**src/rtl/game_state_ctrl.sv**
```systemverilog
// Top-level game sequencer: START/PLAY/OVER screen state, button edge handling,
// flap pulses, and current/best score. State changes only on frame_tick.
module game_state_ctrl #(
  parameter int SCORE_W          = 14,
  parameter int MAX_SCORE        = 9999,
  parameter int OVER_HOLD_FRAMES = 60,
  parameter int HOLD_W           = 8
) (
  input  logic               clk,
  input  logic               rst,
  input  logic               frame_tick,
  input  logic               btn,
  input  logic               collision,
  input  logic               pipe_pass,
  output logic [1:0]         state,
  output logic               game_rst,
  output logic               flap,
  output logic [SCORE_W-1:0] score,
  output logic [SCORE_W-1:0] best_score
);

  typedef enum logic [1:0] {
    ST_START = 2'b00,
    ST_PLAY  = 2'b01,
    ST_OVER  = 2'b10
  } state_t;

  localparam logic [SCORE_W-1:0] MAX_S     = SCORE_W'(MAX_SCORE);
  localparam logic [HOLD_W-1:0]  HOLD_INIT = HOLD_W'(OVER_HOLD_FRAMES);

  state_t              state_q, state_d;
  logic                btn_q;
  logic                btn_rise;
  logic                start_pend_q, start_pend_d;
  logic                hit_pend_q, hit_pend_d;
  logic                restart_pend_q, restart_pend_d;
  logic [HOLD_W-1:0]   hold_q, hold_d;
  logic                game_rst_q, game_rst_d;
  logic                flap_q, flap_d;
  logic [SCORE_W-1:0]  score_q, score_d;
  logic [SCORE_W-1:0]  best_q, best_d;

  assign btn_rise = btn & ~btn_q;

  // NOTE: sequential state uses non-blocking assignments and a synchronous reset
  // checked first, so rst wins over every other input in the same cycle.
  always_ff @(posedge clk) begin
    if (rst) begin
      state_q        <= ST_START;
      btn_q          <= 1'b0;
      start_pend_q   <= 1'b0;
      hit_pend_q     <= 1'b0;
      restart_pend_q <= 1'b0;
      hold_q         <= '0;
      game_rst_q     <= 1'b0;
      flap_q         <= 1'b0;
      score_q        <= '0;
      best_q         <= '0;
    end else begin
      state_q        <= state_d;
      btn_q          <= btn;
      start_pend_q   <= start_pend_d;
      hit_pend_q     <= hit_pend_d;
      restart_pend_q <= restart_pend_d;
      hold_q         <= hold_d;
      game_rst_q     <= game_rst_d;
      flap_q         <= flap_d;
      score_q        <= score_d;
      best_q         <= best_d;
    end
  end

  // NOTE: every variable gets a default before the case so no latch is inferred.
  always_comb begin
    state_d        = state_q;
    start_pend_d   = start_pend_q;
    hit_pend_d     = hit_pend_q;
    restart_pend_d = restart_pend_q;
    hold_d         = hold_q;
    game_rst_d     = 1'b0;
    flap_d         = 1'b0;
    score_d        = score_q;
    best_d         = best_q;

    case (state_q)
      ST_START: begin
        if (frame_tick && (start_pend_q || btn_rise)) begin
          state_d    = ST_PLAY;
          game_rst_d = 1'b1;
          score_d    = '0;
        end else if (btn_rise) begin
          start_pend_d = 1'b1;
        end
      end

      ST_PLAY: begin
        flap_d = btn_rise;
        if (pipe_pass) begin
          score_d = (score_q >= MAX_S) ? MAX_S : score_q + SCORE_W'(1);
        end
        // score_d already includes a same-cycle pipe_pass when best is compared.
        if (frame_tick && (hit_pend_q || collision)) begin
          state_d = ST_OVER;
          hold_d  = HOLD_INIT;
          if (score_d > best_q) begin
            best_d = score_d;
          end
        end else if (collision) begin
          hit_pend_d = 1'b1;
        end
      end

      ST_OVER: begin
        // Presses are only seen once hold already reads zero, so the tick that
        // counts hold down to zero can never also accept a press.
        if (hold_q != '0) begin
          if (frame_tick) begin
            hold_d = hold_q - HOLD_W'(1);
          end
        end else if (frame_tick && (restart_pend_q || btn_rise)) begin
          state_d = ST_START;
        end else if (btn_rise) begin
          restart_pend_d = 1'b1;
        end
      end

      default: state_d = ST_START;
    endcase

    if (state_d != state_q) begin
      start_pend_d   = 1'b0;
      hit_pend_d     = 1'b0;
      restart_pend_d = 1'b0;
    end
  end

  assign state      = state_q;
  assign game_rst   = game_rst_q;
  assign flap       = flap_q;
  assign score      = score_q;
  assign best_score = best_q;

endmodule

```
**config.mk**
```make
export PLATFORM = sky130hd
export DESIGN_NAME = game_state_ctrl
export DESIGN_NICKNAME = d
export VERILOG_FILES = /design/src/rtl/game_state_ctrl.sv
export SDC_FILE = /design/constraint.sdc
export NUM_CORES = 1
export LEC_CHECK = 0
export BUFFER_PORTS_ARGS = -buffer_cell sky130_fd_sc_hd__buf_2
export CAP_MARGIN = 20
export CORE_MARGIN = 1.5
export CORE_UTILIZATION = 61
export DETAILED_ROUTE_END_ITERATION = 10
export PLACE_DENSITY = 0.91
export SYNTH_ARGS = -nofsm -noshare
export SYNTH_HDL_FRONTEND = slang
export SYNTH_SLANG_ARGS = --single-unit
export TNS_END_PERCENT = 5
```
**constraint.sdc**
```tcl
create_clock -name clk -period 8.71 [get_ports clk]
set_clock_uncertainty 0.2 [all_clocks]
set_input_delay 0.871 -clock clk [delete_from_list [all_inputs] [get_ports clk]]
set_output_delay 0.871 -clock clk [all_outputs]
set_load 0.01 [all_outputs]
```
# Word level (Yosys, flattened, before mapping)
# Cells that the tools add are included.
[totals]
register_bits = 44
word_cells = 63
rom_bits = 0
input_bits = 6
ram_bits = 0
latch_bits = 0
n_memories = 0
[classes]
n_mux = 15
n_reduce_logical = 19
bitwise = 8
eq_ne = 7
n_mul = 0
shift = 0
order_cmp = 2
n_addsub = 2
div_mod_pow = 0
[ops]
columns = ["cell", "count"]
rows = [
  ["$mux W14", 4],
  ["$pmux W14 S2", 1],
  ["$mux W8", 3],
  ["$pmux W8 S2", 1],
  ["$add A14 B1 Y14 const B", 1],
  ["$ge A14 B14 Y1 const B", 1],
  ["$gt A14 B14 Y1", 1],
  ["$reduce_and A3 Y1", 3],
  ["$mux W2", 4],
  ["$ne A2 B2 Y1 const B", 4],
  ["$reduce_and A4 Y1", 2],
  ["$reduce_bool A8 Y1", 1],
  ["$sub A8 B1 Y8 const B", 1],
  ["$not A1 Y1", 7],
  ["$pmux W2 S3", 1],
  ["$reduce_or A2 Y1", 3],
  ["$reduce_bool A2 Y1", 2],
  ["$logic_and A1 B1 Y1", 3],
  ["$logic_or A1 B1 Y1", 3],
  ["$eq A2 B1 Y1 const B", 1],
  ["$eq A2 B2 Y1 const B", 1],
  ["$logic_not A2 Y1", 1],
  ["$ne A2 B2 Y1", 1],
  ["$reduce_and A2 Y1", 1],
  ["other kinds (2)", 2],
]

# Logic depth before layout (Yosys ltp)
# Gate-level depths: netlist of the first run.
[depth]
ltp_word = 9
ltp_mapped = 13
mapped_depth_nobuf = 11

# Least setup slack after synthesis of the first run
# OpenSTA, ideal clock, no wires.
[synth_timing]
path_kind = "input-to-reg"
start = "input pipe_pass"
end = "register best_q[12] (netlist: best_score[12])"
arrival_ns = 3.320
cell_stages = 12
setup_ns = 0.121
n_path_buf = 3
setup_slack_ns = 5.069
cell_sequence = "clkbuf_1 o211ai_1 nand2_1 buf_2 nor2_1 ha_1 and3_1 a22o_1 o21ai_0 a31oi_4 buf_12 mux2_4"
[synth_between]
elab_chain_len = 4
[synth_lines]
columns = ["element", "line", "source"]
rows = [
  ["from (decl)", "14", "input logic pipe_pass,"],
  ["$mux W14 (*)", "98", "if (pipe_pass) begin"],
  ["$mux W14 (*)", "85", "case (state_q)"],
  ["$gt A14 B14 Y1", "105", "if (score_d > best_q) begin"],
  ["$reduce_and A3 Y1 (no source line)", "--", ""],
  ["to (signal assigned)", "69", "best_q <= best_d;"],
  ["to (decl)", "41", "logic [SCORE_W-1:0] best_q, best_d;"],
]
# Every way passes the cells marked *; elsewhere a longest branch is shown, timed or not. The select of a mux whose other input is x is not followed.
# A chain may end at the register's enable or synchronous reset.

# Worst setup path after layout of the first run
[layout_timing]
start = "input pipe_pass"
end = "register best_q[8] (netlist: best_score[8])"
# Same word-level chain as after synthesis.

==> results of run 1 <==
-- critical path: cells and delay by family --
kind,cells,cell delay [ns]
buffers and inverters,1,0.22
adder cells (fa/ha/maj),1,0.31
multiplexers,1,0.41
AO/OA/AOI/OAI,3,0.97
AND/OR/NAND/NOR,5,0.97
-- registers in the layout, summed over array words and instances, names as in the netlist --
| signal | flops |
|---|---|
| restart_pend_q | 1 |
| btn_q | 1 |
| game_rst | 1 |
| start_pend_q | 1 |
| flap | 1 |
| state | 2 |
| hold_q | 8 |
| hit_pend_q | 1 |
| score | 14 |
| best_score | 14 |
-- power by group through the flow --
stage | clock, mW | combinational (mW) | sequential [mW]
2_1_floorplan | 0 | 0.0270 | 0.214
3_3_place_gp | 0 | 0.0335 | 0.214
3_5_place_dp | 0 | 0.0344 | 0.214
4_1_cts | 0.169 | 0.0350 | 0.210
5_1_grt | 0.178 | 0.0394 | 0.210
6_report | 0.168 | 0.0355 | 0.210
-- placed cells by master (no fill, tap or decap), types with 2 or more instances in the layout --
cell,Yosys,final
xor2_1,17,17
nor4_1,3,3
clkbuf_8,0,6
o22ai_1,2,2
o21a_1,3,3
nand4b_1,3,3
ha_1,16,16
mux2_2,4,4
o211ai_1,2,2
nor2b_1,5,5
buf_2,3,37
nand4_1,11,11
and3_1,6,6
a21oi_1,13,13
o21ai_0,7,7
nor3_1,4,4
inv_1,19,19
or3_1,4,4
and4_1,5,5
dfxtp_1,44,44
nor2_1,25,25
mux2_4,2,2
nand2_1,26,26
nand3_1,10,10
nand2b_1,3,3
mux2i_1,9,9
a21o_1,2,2
a22o_1,13,13
-- layout make-up --
class                           instances  area share, %
Multi-Input combinational cell        212           52.8
Inverter                               19           2.55
Tap cell                               50           2.24
Sequential cell                        44           31.5
Timing Repair Buffer                   37           6.62
Clock inverter                          2           1.39
Clock buffer                            6           2.95
-- logic make-up after synthesis --
kind of cell             synth area share, %
AND/OR/NAND/NOR                         23.1
AO/OA/AOI/OAI                           14.9
flip-flops                              35.1
buffers and inverters                   6.03
XOR/XNOR                                6.28
adder cells (fa/ha/maj)                 7.98
multiplexers                            6.58
-- worst max-delay path by stage --
stage / startpoint / end / slack [ns] / cells after the start
after detailed placement: pipe_pass / best_score[8] / 4.67 / 11
final: pipe_pass / best_score[8] / 4.95 / 11
after global routing: score[0] / best_score[12] / 4.77 / 11
after global placement: pipe_pass / best_score[9] / 4.77 / 11
after CTS: pipe_pass / best_score[8] / 4.98 / 11
after floorplan: pipe_pass / best_score[12] / 5.07 / 12
-- stage by stage --
stage / cells / hold slack, ns
finish: 370 / 0.275
global route: 370 / 0.299
CTS: 370 / 0.274
detailed placement: 362 / 0.253
global placement: 362 / 0.248
floorplan: 289 / 0.241
-- routing by layer --
| metal | part of all wire [%] | track usage (%) |
|---|---|---|
| met1 | 47 | 37.9 |
| met5 | 0 | 0 |
| met3 | 5.9 | 6.17 |
| met4 | 2.1 | 9.69 |
| met2 | 45 | 38.9 |
==> metrics.yaml, run 1 <==
sta:
  rsz0062_at_grt: "false"
  max_slew_margin_pct: 42.0
  hold_viol_final: 0
  tns_ns: 0
  slew_viol_final: 0
  max_freq_mhz: 266
  worstMarginPinSlew_ns: 0.866
  fin_crit_sh_pct: 43.2
  fin_crit_ns: 3.76
  setup_slack_ns: 4.95
  setup_violations: 0
cts:
  holdBufCountCts: 0
  cts-root-buf: "clkbuf_8"
  clock_path_buffers: 2
  tritoncts: "done"
  clock_latency_ns: 0.31
  h-tree-depth: 2
  cts_sinks: 44
  ctsResizeCount: 0
  post_cts_buffers: 0
  cts.clk_slew.worst_paths_ns: 0.09
  numCtsBuffers: 5
synthesis:
  ys_types: 47
  synthTopCellsByCount: "dfxtp_1 (44), nand2_1 (26), nor2_1 (25), inv_1 (19), xor2_1 (17)"
  syn_nets: 311
  async_flop_share_pct: 0
  yosysMostFrequentCell: "dfxtp_1"
  synth_flop_cell: "dfxtp_1"
  synthCells: 289
  synth_edf_count: 0
  synth.avg_cell_area_um2: 8.68
  ys_seq_area_share_pct: 35.1
  synthesis.area_um2: 2510
  yosysWarnings: 0
  synth_top_area_share_pct: 35.1
  yosysTopAreaCell: "dfxtp_1"
  synth.area.top_cells: "dfxtp_1 (35%), ha_1 (8.0%), xor2_1 (5.9%)"
  ys_ff_latch: 44
job:
  drv_cap: 0
floorplan:
  io_pins: 38
  die_w_um: 67.1
  coreArea_um2: 3970
  dieArea_um2: 4510
  placementRows: 23
  start_util_pct: 63.2
  die_h_um: 67.1
setup_path:
  critPathRequiredTime_ns: 8.70
  slowest_delay_ns: 0.49
  end_kind: "flop"
  cp_data_arrival_time_ns: 3.75
  cp_cell_sequence: "buf_2 > nand3_1 > a211o_1 > nand2_1 > nor2_1 > ha_1 > and4_1 > and3_1 > a21o_1 > a31oi_4 > mux2_2"
  ff2ff_path_depth: 11
  setup.worst_path.start_class: "input port"
  r2r-start: "score[0]"
  r2r_setup_slack_ns: 5.00
  rr_endpoint: "best_score[8]"
  critPathSlowestCell: "a31oi_4"
  cp_max_fo: 15
  worstSetupPathType: "input port to flop"
min_path:
  holdPathEnd: "start_pend_q"
  hp-class: "flop to flop"
  hp-start: "start_pend_q"
  hold_depth: 1
detailed_routing:
  antenna_left: 0
  vias: 2227
  drt_iter0_markers: 143
  wl_per_cell_um: 15.3
  drt_first_pass_iters: 4
  via_per_inst: 6.02
  drc_errors: 0
  drt_wl_total_mm: 5.67
global_routing:
  grt_pass1_wl_mm: 9.01
  grt_pass1_vias: 1851
  antenna_found_initial: 0
  grt.overflow.total: 0
  track_usage_pct: 26.5
  grt_max_degree: 29
final_layout:
  fin_area_um2: 2800
  multiInputGateArea_um2: 1480
  final-seq-area_um2: 881
  n_antenna_cell: 0
  post-route-util_pct: 70.4
  layout.nets: 341
  drive_above_1_share_pct: 16.9
  nFillCells: 324
  area.growth.synth_to_final_pct: 11.5
pwr:
  p_per_area_nw_per_um2: 148
  sw_frac_of_total_pct: 24.6
  p_seq_share_pct: 50.8
  power_leakage_nw: 1.21
  p_total_uw: 413
  netSwitchingPower_uw: 102
  clkPwrFrac_pct: 40.6
  peakVddDrop_uv: 108
  intPower_uw: 311
  combPwrFrac_pct: 8.6
placed_design:
  place_hpwl_mm: 4.13
  gp_congestion: 0.941
  dp_slack_ns: 4.67
  io_buffers: 37
  dpl_cell_area_um2: 2680
run_status:
  outcome: "completed"
No activity file was read; power rests on OpenSTA's default activity.
==> inputs of run 2 (changes only) <==
Settings changed: CORE_UTILIZATION 61 to 57, PLACE_DENSITY 0.91 to 0.86.
Clock period 8.71 ns to 3.63 ns, I/O delays scaled along.
==> metrics.yaml, run 2 (synthesized netlist as in run 1, its figures left out) <==
final_layout:
  area.growth.synth_to_final_pct: 12.2
  layout.nets: 346  # +1.5%
  fin_area_um2: 2820  # +0.63%
  n_antenna_cell: 0  # unchanged
  mostFrequentLayoutCell: "dfxtp_1"
  final_cell_mix: "dfxtp_1 (44), buf_2 (37), nand2_1 (25), nor2_1 (25), inv_1 (19)"
  drive_above_1_share_pct: 18.0  # +1.1 points
floorplan:
  start_util_pct: 61.0  # -2.2 points
  placementRows: 23  # unchanged
  die_w_um: 69.3  # +3.3%
  dieArea_um2: 4810  # +6.7%
  io_pins: 38  # unchanged
  coreArea_um2: 4120  # +3.6%
  die_h_um: 69.3  # +3.3%
detailed_routing:
  vias: 2226  # -0.045%
  wl_per_cell_um: 15.6  # +2.0%
  drc_errors: 0  # unchanged
  antenna_left: 0  # unchanged
  drt_first_pass_iters: 5  # +1
  drt_iter0_markers: 195  # +36%
  drt_wl_total_mm: 5.83  # +2.9%
  wl_met3_um: 342  # +1.5%
  via_per_inst: 5.97  # -0.85%
  wl_met1_mm: 2.83  # +5.9%
  highest_layer: "met4"
  wl_met2_mm: 2.56  # +0.71%
sta:
  rsz0062_at_grt: "false"
  hold_viol_final: 0  # unchanged
  max_slew_margin_pct: 39.7  # -2.3 points
  worstMarginPinSlew_ns: 0.902  # +0.0351 ns
  setup_violations: 0  # unchanged
  fin_crit_sh_pct: 94.3
  tns_ns: 0  # unchanged
  whs_ns: 0.119  # -0.156 ns
  slew_viol_final: 0  # unchanged
  fin_crit_ns: 3.42
  max_freq_mhz: 292
min_path:
  hp-class: "input port to flop"
cts:
  cts.clk_slew.worst_paths_ns: 0.08  # about the same
  numCtsBuffers: 5  # unchanged
  cts-root-buf: "clkbuf_8"
  clock_latency_ns: 0.29  # -0.02 ns
  cts_sinks: 44  # unchanged
  tritoncts: "done"
  clock_path_buffers: 2  # unchanged
  h-tree-depth: 2  # unchanged
setup_path:
  cp_data_arrival_time_ns: 3.44  # -0.31 ns
  end_kind: "flop"
  cp_max_fo: 8  # -7
  critPathRequiredTime_ns: 3.65  # -5.05 ns
  worstSetupPathType: "flop to flop"
  setup.worst_path.start_class: "flop"
placed_design:
  gp_congestion: 0.869  # -7.7%
  place_hpwl_mm: 4.27  # +3.5%
  io_buffers: 37  # unchanged
  dpl_cell_area_um2: 2710  # +1.4%
pwr:
  p_seq_share_pct: 53.2  # +2.4 points
  power_leakage_nw: 1.23  # +1.2%
  p_total_uw: 943  # +130%
  peakVddDrop_uv: 207  # +91%
  combPwrFrac_pct: 9.2  # +0.6 points
  netSwitchingPower_uw: 223  # +120%
  sw_frac_of_total_pct: 23.6  # -1.0 points
  intPower_uw: 721  # +130%
  clkPwrFrac_pct: 37.6  # -3.0 points
  p_per_area_nw_per_um2: 335  # +130%
global_routing:
  grt_pass1_wl_mm: 9.67  # +7.3%
  antenna_found_initial: 0  # unchanged
  track_usage_pct: 24.7  # -1.8 points
  grt_max_degree: 29  # unchanged
  grt_pass1_vias: 2034  # +9.9%
  grt.overflow.total: 0  # unchanged
job:
  drv_cap: 0  # unchanged
run_status:
  outcome: "completed"
==> run 2: cell count changes in the layout (fill, tap and decap cells not counted), sizes merged <==
cell / delta
buf: +5
clkbuf: -1
clkinv: -1
==> run 2: final cells by class <==
type	count	area (um2)
fill	324	1300
tap	50	62.6
clock inverter	1	30.0
inverter	19	71.3
clock buffer	5	68.8
timing repair buffer	42	223
multi-input combinational	212	1480
sequential	44	881
==> run 2: per-layer routing <==
metal | track usage (%) | vias up
met4 | 8.28 | 0
met3 | 5.09 | 13
met2 | 36.2 | 92
met5 | 0 | -
li1 | - | 1093
met1 | 36.1 | 1028
==> run 2: stage by stage <==
step,setup slack (ns),std cells,utilization (%)
floorplan,0.323,289,-
global placement,0.325,367,65.9
detailed placement,0.139,367,65.9
CTS,0.126,373,68.3
global route,0.0159,373,68.4
finish,0.207,373,68.4
==> run 2: repair_timing <==
action / in CTS / in global routing
setup endpoints to repair: 0 / 13
hold buffers: 0 / 0
resized for setup: 0 / 1
setup buffers: 0 / 0
==> run 2: critical path, stage by stage (launching register included) <==
cell and delay [ns]:
dfxtp_1 0.41, ha_1 0.24, nand3_1 0.09, a211o_1 0.34, and2_0 0.28, nand2_1 0.16
ha_1 0.24, and4_1 0.21, and3_1 0.19, a21o_1 0.20, a31oi_4 0.32, buf_4 0.25
mux2i_1 0.22
==> run 2: power groups by stage <==
stage | registers (mW) | logic [mW] | clock network, mW
final | 0.502 | 0.0869 | 0.354
after global routing | 0.503 | 0.0956 | 0.378
after CTS | 0.502 | 0.0855 | 0.360
after detailed placement | 0.513 | 0.0849 | 0
after global placement | 0.512 | 0.0829 | 0
after floorplan | 0.513 | 0.0647 | 0
==> run 2: final timing paths <==
| path | endpoint | cells after the start | slack (ns) | startpoint |
|---|---|---|---|---|
| worst max register to register | best_score[3] | 12 | 0.21 | score[1] |
| worst max-delay path | best_score[3] | 12 | 0.21 | score[1] |
| worst min register to register | hold_q[1] | 2 | 0.27 | hold_q[1] |
| worst min-delay path | btn_q | 2 | 0.12 | btn |
